File: src/rtl/mul_div_unit.sv
// Iterative HI/LO multiply/divide unit for the MIPS cores.
// Shift-add multiply and restoring divide, one bit per cycle.
module mul_div_unit #(
  parameter int WIDTH = 32
) (
  input  logic             clk,
  input  logic             reset,
  input  logic             start,
  input  logic [2:0]       op,
  input  logic [WIDTH-1:0] a,
  input  logic [WIDTH-1:0] b,
  output logic             busy,
  output logic             done,
  output logic [WIDTH-1:0] hi,
  output logic [WIDTH-1:0] lo
);

  localparam int CW = $clog2(WIDTH) + 1;
  localparam logic [2:0] OP_MTHI = 3'b100;
  localparam logic [2:0] OP_MTLO = 3'b101;

  typedef enum logic [1:0] {
    IDLE,
    CALC,
    FIX
  } state_e;

  state_e             state_q, state_d;
  logic [CW-1:0]      cnt_q, cnt_d;
  logic [2*WIDTH-1:0] acc_q, acc_d;
  logic [WIDTH-1:0]   dvsr_q, dvsr_d;
  logic               div_q, div_d;
  logic               qneg_q, qneg_d;
  logic               rneg_q, rneg_d;
  logic [WIDTH-1:0]   hi_q, hi_d;
  logic [WIDTH-1:0]   lo_q, lo_d;
  logic               done_q, done_d;

  logic               a_neg, b_neg, div_zero;
  logic [WIDTH-1:0]   a_mag, b_mag;
  logic [WIDTH:0]     mul_sum;
  logic [WIDTH:0]     div_tmp;
  logic               div_kept;
  logic [WIDTH-1:0]   div_sub;
  logic [2*WIDTH-1:0] prod_fix;
  logic [WIDTH-1:0]   quo_fix, rem_fix;

  assign a_neg    = ~op[0] & a[WIDTH-1];
  assign b_neg    = ~op[0] & b[WIDTH-1];
  assign a_mag    = a_neg ? -a : a;
  assign b_mag    = b_neg ? -b : b;
  assign div_zero = op[1] & (b == '0);

  assign mul_sum  = {1'b0, acc_q[2*WIDTH-1:WIDTH]}
                  + (acc_q[0] ? {1'b0, dvsr_q} : '0);
  assign div_tmp  = {acc_q[2*WIDTH-1:WIDTH], acc_q[WIDTH-1]};
  assign div_kept = div_tmp >= {1'b0, dvsr_q};
  assign div_sub  = div_tmp[WIDTH-1:0] - dvsr_q;

  assign prod_fix = qneg_q ? -acc_q : acc_q;
  assign quo_fix  = qneg_q ? -acc_q[WIDTH-1:0] : acc_q[WIDTH-1:0];
  assign rem_fix  = rneg_q ? -acc_q[2*WIDTH-1:WIDTH]
                           : acc_q[2*WIDTH-1:WIDTH];

  always_ff @(posedge clk or posedge reset) begin
    if (reset) begin
      state_q <= IDLE;
      cnt_q   <= '0;
      acc_q   <= '0;
      dvsr_q  <= '0;
      div_q   <= 1'b0;
      qneg_q  <= 1'b0;
      rneg_q  <= 1'b0;
      hi_q    <= '0;
      lo_q    <= '0;
      done_q  <= 1'b0;
    end else begin
      state_q <= state_d;
      cnt_q   <= cnt_d;
      acc_q   <= acc_d;
      dvsr_q  <= dvsr_d;
      div_q   <= div_d;
      qneg_q  <= qneg_d;
      rneg_q  <= rneg_d;
      hi_q    <= hi_d;
      lo_q    <= lo_d;
      done_q  <= done_d;
    end
  end

  always_comb begin
    state_d = state_q;
    cnt_d   = cnt_q;
    acc_d   = acc_q;
    dvsr_d  = dvsr_q;
    div_d   = div_q;
    qneg_d  = qneg_q;
    rneg_d  = rneg_q;
    hi_d    = hi_q;
    lo_d    = lo_q;
    done_d  = 1'b0;
    unique case (state_q)
      IDLE: begin
        if (start && !op[2]) begin
          state_d = CALC;
          cnt_d   = '0;
          div_d   = op[1];
          // A zero divisor keeps every bit: quotient all ones, rem = a.
          if (div_zero) begin
            acc_d  = {{WIDTH{1'b0}}, a};
            dvsr_d = '0;
            qneg_d = 1'b0;
            rneg_d = 1'b0;
          end else begin
            acc_d  = {{WIDTH{1'b0}}, a_mag};
            dvsr_d = b_mag;
            qneg_d = a_neg ^ b_neg;
            rneg_d = a_neg;
          end
        end else if (start && op == OP_MTHI) begin
          hi_d = a;
        end else if (start && op == OP_MTLO) begin
          lo_d = a;
        end
      end
      CALC: begin
        cnt_d = cnt_q + CW'(1);
        if (div_q) begin
          acc_d = {div_kept ? div_sub : div_tmp[WIDTH-1:0],
                   acc_q[WIDTH-2:0], div_kept};
        end else begin
          acc_d = {mul_sum, acc_q[WIDTH-1:1]};
        end
        if (cnt_q == CW'(WIDTH - 1)) begin
          state_d = FIX;
        end
      end
      FIX: begin
        state_d = IDLE;
        done_d  = 1'b1;
        if (div_q) begin
          hi_d = rem_fix;
          lo_d = quo_fix;
        end else begin
          {hi_d, lo_d} = prod_fix;
        end
      end
      default: state_d = IDLE;
    endcase
  end

  assign busy = (state_q != IDLE);
  assign done = done_q;
  assign hi   = hi_q;
  assign lo   = lo_q;

endmodule

File: config.mk
export PLATFORM = sky130hd
export DESIGN_NAME = mul_div_unit
export DESIGN_NICKNAME = d
export VERILOG_FILES = /design/src/rtl/mul_div_unit.sv
export SDC_FILE = /design/constraint.sdc
export NUM_CORES = 1
export LEC_CHECK = 0
export ABC_AREA = 1
export CAP_MARGIN = 20
export CORE_ASPECT_RATIO = 2
export CORE_MARGIN = 1.5
export CORE_UTILIZATION = 44
export DETAILED_ROUTE_END_ITERATION = 10
export PLACE_DENSITY = 0.69
export RECOVER_POWER = 100
export SYNTH_ARGS = -nofsm -noshare
export SYNTH_HDL_FRONTEND = slang
export SYNTH_SLANG_ARGS = --single-unit
File: constraint.sdc
create_clock -name clk -period 5.4 [get_ports clk]
set_clock_uncertainty 0.2 [all_clocks]
set_input_delay 0.54 -clock clk [delete_from_list [all_inputs] [get_ports clk]]
set_output_delay 0.54 -clock clk [all_outputs]
set_load 0.02 [all_outputs]
==> metrics, run 1 <==
Post-Syn Nets about 3200; Root Buffer clkbuf_16; GRT Total Usage 42.07%; CTS tree built; Syn Area/Cell around 5.8 um^2; HP Class reg2reg; RSZ-0062 raised after global routing no; final net count 3286; DR vias/cell around 5.8; Core ar. 40080 um^2; Syn-to-layout area delta 13.44%; Total Neg Setup Slack 0 ns; # rows approximately 100; Slew @ Worst Pin around 2.7 ns; CTS HTree Levels 4; first-pass GRT wire length around 130000 um; fin worst setup slack 1.039 ns; Final min period 4.361 ns; initial antenna violation count 2; Synth Cell Area around 18000 um^2; fraction of layout cells with a size suffix above 1 3.990%; Seq/Total Area, Yosys approximately 24%; GRT Residual Overflow 0; clock-pin transition on the worst setup and hold timing paths 0.08 ns; final max-slew violation count 277; violated checks max-capacitance violations, max-slew violations; max_slew headroom -80.88%; Max Clk Rate 229.3 MHz; Peak supply drop between 0.0003 and 0.0004 V; 1st-iter DRT viols ~1600; diode count 0; Yosys cell types 54; Final period util around four fifths; DR vias approximately 21000; Crit Path Category reg2reg; Antenna Nets Post-Route 0; crit path buf inv count 2; commonest cells after routing, fill and taps aside nand2_1 (925), nor2_1 (430), inv_1 (411); Setup crit start kind flop; clock buffer depth 2; status complete, but fails checks; die width approximately 150 um; Post CTS Setup Buffer Count 0; CP max FO 33; IO Count ~140; Top delay family on crit path simple AND/OR/NAND/NOR gates; Required @ worst endpoint between 5 and 6 ns; Max-Cap Viols 4; Power Dens Cells roughly 740 nW/um^2; post-CTS resize count 0; PortBufs about 140; pin count of the biggest net entering global routing roughly 170; CTS sink count approximately 170; max incr delay on CP 1.92 ns; final core utilization 50.38%; critical path's slowest cell nor2_1; Final Setup Violations 0; GPL Wtd Cong just over 1; cts hold-fix bufs 0; Die Area between 40000 and 50000 um^2; Avg WL per Cell 23.77 um; TritonCTS Buffers 17; Leak slightly above 10 nW; Critical Path AT between 4 and 5 ns; Post-route DRC 0; worst-path cell chain inv_1 -> nor2_1 -> inv_1 -> a21oi_1 -> o21ai_0 -> a21oi_1; Crit. End Element flop; Post-DP HPWL approximately 69000 um; DR pass1 iterations 8; commonest non-fill, non-tap cell in the layout nand2_1; synthesized instance count roughly 3000; clk_lat worst skew ~0.50 ns; number of global-route vias before repair approximately 21000; Yosys reg bits around 170; Starting Density 44.41%; final hold violation count 0; Yosys warning count 0; Die Span Y ~290 um; pre-CTS WS 1.757 ns; drt total wl about 88000 um
==> worst register-to-register path, cell delays in order (launching register included) <==
cell and delay, ns:
dfrtp_1 0.38, inv_1 0.07, nor2_1 1.92, inv_1 1.06, a21oi_1 0.33, o21ai_0 0.18, a21oi_1 0.16
==> power breakdown <==
group | internal, W | switching (W) | leakage, nW | total [W]
Clock | 0.000763 | 0.000662 | 0.312 | 0.00142
Sequential | 0.00194 | 0.000961 | 2.03 | 0.00290
Combinational | 0.00331 | 0.00731 | 7.81 | 0.0106
Total | 0.00601 | 0.00894 | 10.2 | 0.0149
==> logic make-up (layout without fill, tap and decap cells) <==
| logic type | after synthesis | in the layout | share of synthesized area, % |
|---|---|---|---|
| AOI/OAI and AO/OA | 447 | 447 | 13.49 |
| xor gates and xnor gates | 47 | 47 | 2.313 |
| adders and majority gates | 71 | 71 | 5.075 |
| buffers and inverters | 527 | 616 | 11.57 |
| DFF | 172 | 172 | 24.18 |
| and+or+nand+nor | 1805 | 1805 | 43.37 |
==> per-layer routing <==
layer / wire length [um] / GRT usage (%)
met1: 26260 / 35.94
met2: 45230 / 77.51
met3: 5018 / 8.127
met4: 11120 / 45.66
met5: 23 / 0
==> through the flow <==
step	power, W	cell area (um^2)	cells	hold slack (ns)
finish	0.01495	20190	3688	0.2778
detailed placement	0.01326	19590	3655	0.2725
floorplan	0.009522	17800	3069	0.2633
global route	0.01605	20190	3688	0.2949
global placement	0.01318	19540	3653	0.2674
CTS	0.01470	20220	3687	0.2898
==> state kept, by name, summed over array words and instances (netlist names) <==
name and flops:
acc_q 64, cnt_q 6, div_q 1, done 1
dvsr_q 32, hi 32, lo 32, qneg_q 1
rneg_q 1, state_q 2
==> layout make-up <==
cell class	instances	area, um^2
clock buffers	19	442.9
clock inverters	13	192.7
fillers	4405	19890
inverters	426	1605
multi-input cells	2370	11420
flip-flops and latches	172	4308
well taps	530	663.1
repair buffers	158	1558
==> path summary, 6_finish.rpt <==
kind | startpoint | to | slack, ns | cells past startpoint
worst min register to register | lo[31]$_DFFE_PP0P_ | lo[31]$_DFFE_PP0P_ | 0.28 | 2
worst max register to register | state_q[1]$_DFFE_PP0P_ | lo[14]$_DFFE_PP0P_ | 1.04 | 6
max in group asynchronous | reset | div_q$_DFFE_PP0P_ | 1.62 | 3
worst min-delay path | lo[31]$_DFFE_PP0P_ | lo[31]$_DFFE_PP0P_ | 0.28 | 2
worst max-delay path | state_q[1]$_DFFE_PP0P_ | lo[14]$_DFFE_PP0P_ | 1.04 | 6
min in group asynchronous | reset | lo[31]$_DFFE_PP0P_ | 1.11 | 3
==> synth_stat cells, drive strengths merged <==
cell type,n,share of area [%]
o21bai,12,0.51
or2,4,0.14
inv,421,8.9
nand4,49,1.7
clkinv,5,0.12
xor2,21,1.0
o31ai,3,0.13
nand2,943,20
a22o,1,0.049
and3,2,0.070
a31o,1,0.049
nor3b,1,0.11
o22ai,5,0.18
dfrtp,172,24
o32ai,2,0.098
nor3,25,0.85
fa,2,0.22
a22oi,1,0.042
a21o,1,0.042
o2111ai,1,0.049
nor4,12,0.42
ha,69,4.9
o21ai,210,6.0
nand3,289,8.5
nor2,454,10
a21boi,2,0.084
clkbuf,62,1.3
buf,39,1.3
xnor2,26,1.3
o211ai,9,0.38
a21oi,156,4.4
a31oi,43,1.5
and2,8,0.28
nand3b,18,0.83
Note: power is estimated with default switching activity, not from simulation.
==> run 2: changes to the inputs <==
--- a/config.mk
+++ b/config.mk
@@ -11,7 +11,7 @@
 export CORE_MARGIN = 1.5
 export CORE_UTILIZATION = 44
 export DETAILED_ROUTE_END_ITERATION = 10
-export PLACE_DENSITY = 0.69
+export PLACE_DENSITY = 0.67
 export RECOVER_POWER = 100
 export SYNTH_ARGS = -nofsm -noshare
 export SYNTH_HDL_FRONTEND = slang
==> constraint.sdc (replaced) <==
create_clock -name clk -period 4.2 [get_ports clk]
set_clock_uncertainty 0.2 [all_clocks]
set_input_delay 0.42 -clock clk [delete_from_list [all_inputs] [get_ports clk]]
set_output_delay 0.42 -clock clk [all_outputs]
set_load 0.02 [all_outputs]
==> run 2 against run 1 <==
  * The flow still finishes with violations (max-capacitance violations, max-slew violations)
  * Utilization shrank 0.12 points
  * Combinational power grew 27%
  * Sequential power grew 29%
  * Largest power group unchanged
==> metrics, run 2 (synthesized netlist as in run 1, its figures left out) <==
DR vias/cell approximately 5.8; Required @ worst endpoint between 4 and 5 ns; Post-route DRC 0; Post-DP HPWL ~70000 um; Leak about 10 nW; post-CTS resize count 0; Largest Register acc_q; die width roughly 150 um; commonest non-fill, non-tap cell in the layout nand2_1; Critical Path AT 3.97 ns; RSZ-0062 raised after global routing no; global route hottest layer met2; drt total wl roughly 90000 um; HP Class reg2reg; initial antenna violation count 2; Crit Path Category reg2reg; violated checks max-capacitance violations, max-slew violations; Root Buffer clkbuf_16; Syn-to-layout area delta 13.16%; IO Count 136; GPL Wtd Cong ~1.1; commonest cells after routing, fill and taps aside nand2_1 (929), nor2_1 (436), inv_1 (411); crit path buf inv count 3; Die Area 41740 um^2; Top delay family on crit path buffers and inverters; CTS tree built; Largest register FFs 64; clock-pin transition on the worst setup and hold timing paths ~0.070 ns; critical path's slowest cell clkbuf_1; met3 Use GR between 8 and 9%; TritonCTS Buffers 17; Die Span Y between 200 and 300 um; Final period util 93.00%; Post CTS Setup Buffer Count 0; Total Neg Setup Slack 0 ns; area of placed instances just under 20000 um^2; CTS sink count 172; Core ar. approximately 40000 um^2; clk_lat worst skew 0.49 ns; fraction of layout cells with a size suffix above 1 about 4%; WHS ~0.28 ns; max_slew headroom -62.64%; Antenna Nets Post-Route 0; Peak supply drop roughly 0.00050 V; PortBufs roughly 140; Setup crit start kind flop; Final Cell Area 20140 um^2; Power Dens Cells 937.5 nW/um^2; final hold violation count 0; clock buffer depth 2; final max-slew violation count between 150 and 200; number of global-route vias before repair 21270; status complete, but fails checks; Avg WL per Cell 23.68 um; first-pass GRT wire length around 130000 um; Slew @ Worst Pin between 2 and 2.5 ns; DR vias between 20000 and 25000; final net count 3304; Starting Density 44.41%; CP max FO 39; Crit. End Element flop; 1st-iter DRT viols approximately 1400; Max-Cap Viols 4; M2 GR Usage 76.89%; CTS HTree Levels 4; grt met1 use between 30% and 40%; pin count of the biggest net entering global routing just over 80; worst-path cell chain inv_2 -> nor2_2 -> clkbuf_2 -> nor2_1 -> clkbuf_1 -> a22oi_1; Final Setup Violations 0; Final min period about 4 ns; # rows ~100; max incr delay on CP roughly 1.8 ns; Max Clk Rate around 260 MHz; GRT Total Usage between 40 and 50%; GRT Residual Overflow 0; cts hold-fix bufs 0; DR pass1 iterations 6
## run 2: final cells by class
| class | count | area, um^2 |
|---|---|---|
| Sequential cell | 172 | 4308 |
| Antenna cell | 1 | 2.502 |
| Fill cell | 4433 | 19940 |
| Timing Repair Buffer | 176 | 1629 |
| Clock inverter | 13 | 132.6 |
| Tap cell | 530 | 663.1 |
| Clock buffer | 19 | 432.9 |
| Inverter | 426 | 1603 |
| Multi-Input combinational cell | 2370 | 11370 |
## run 2: routing by layer
layer / vias up / wire length [um]
li1: 10020 / -
met1: 9921 / 25680
met2: 1024 / 44340
met3: 480 / 5575
met4: 2 / 12180
met5: - / 15
## run 2: final timing paths
path | cells past startpoint | endpoint | slack, ns | from
min in group asynchronous | 2 | acc_q[24]$_DFFE_PP0P_ | 0.51 | reset
worst min register to register | 2 | lo[17]$_DFFE_PP0P_ | 0.28 | lo[17]$_DFFE_PP0P_
max in group asynchronous | 3 | acc_q[36]$_DFFE_PP0P_ | 0.83 | reset
worst max register to register | 6 | acc_q[0]$_DFFE_PP0P_ | 0.29 | state_q[0]$_DFFE_PP0P_
worst max-delay path | 6 | acc_q[0]$_DFFE_PP0P_ | 0.29 | state_q[0]$_DFFE_PP0P_
worst min-delay path | 2 | lo[17]$_DFFE_PP0P_ | 0.28 | lo[17]$_DFFE_PP0P_
## run 2: where the power goes
part           switching, W  total [W]  internal, W
Clock              0.000824    0.00166     0.000831
Sequential          0.00124    0.00374      0.00250
Combinational       0.00921     0.0135      0.00428
## run 2: per-stage QoR
| stage | setup slack (ns) | utilization, % | instances | total power (W) |
|---|---|---|---|---|
| floorplan | 1.383 | - | 3069 | 0.01224 |
| global placement | 0.7049 | 49.21 | 3674 | 0.01683 |
| detailed placement | 0.6777 | 49.21 | 3674 | 0.01696 |
| CTS | 0.7358 | 50.62 | 3706 | 0.01864 |
| global route | 0.1992 | 50.26 | 3707 | 0.02029 |
| finish | 0.2940 | 50.26 | 3707 | 0.01888 |
## run 2: tightest hold or removal path: stages, from the launching register on
cell and delay [ns]:
dfrtp_1 0.34, nand2_1 0.05, o21ai_0 0.06
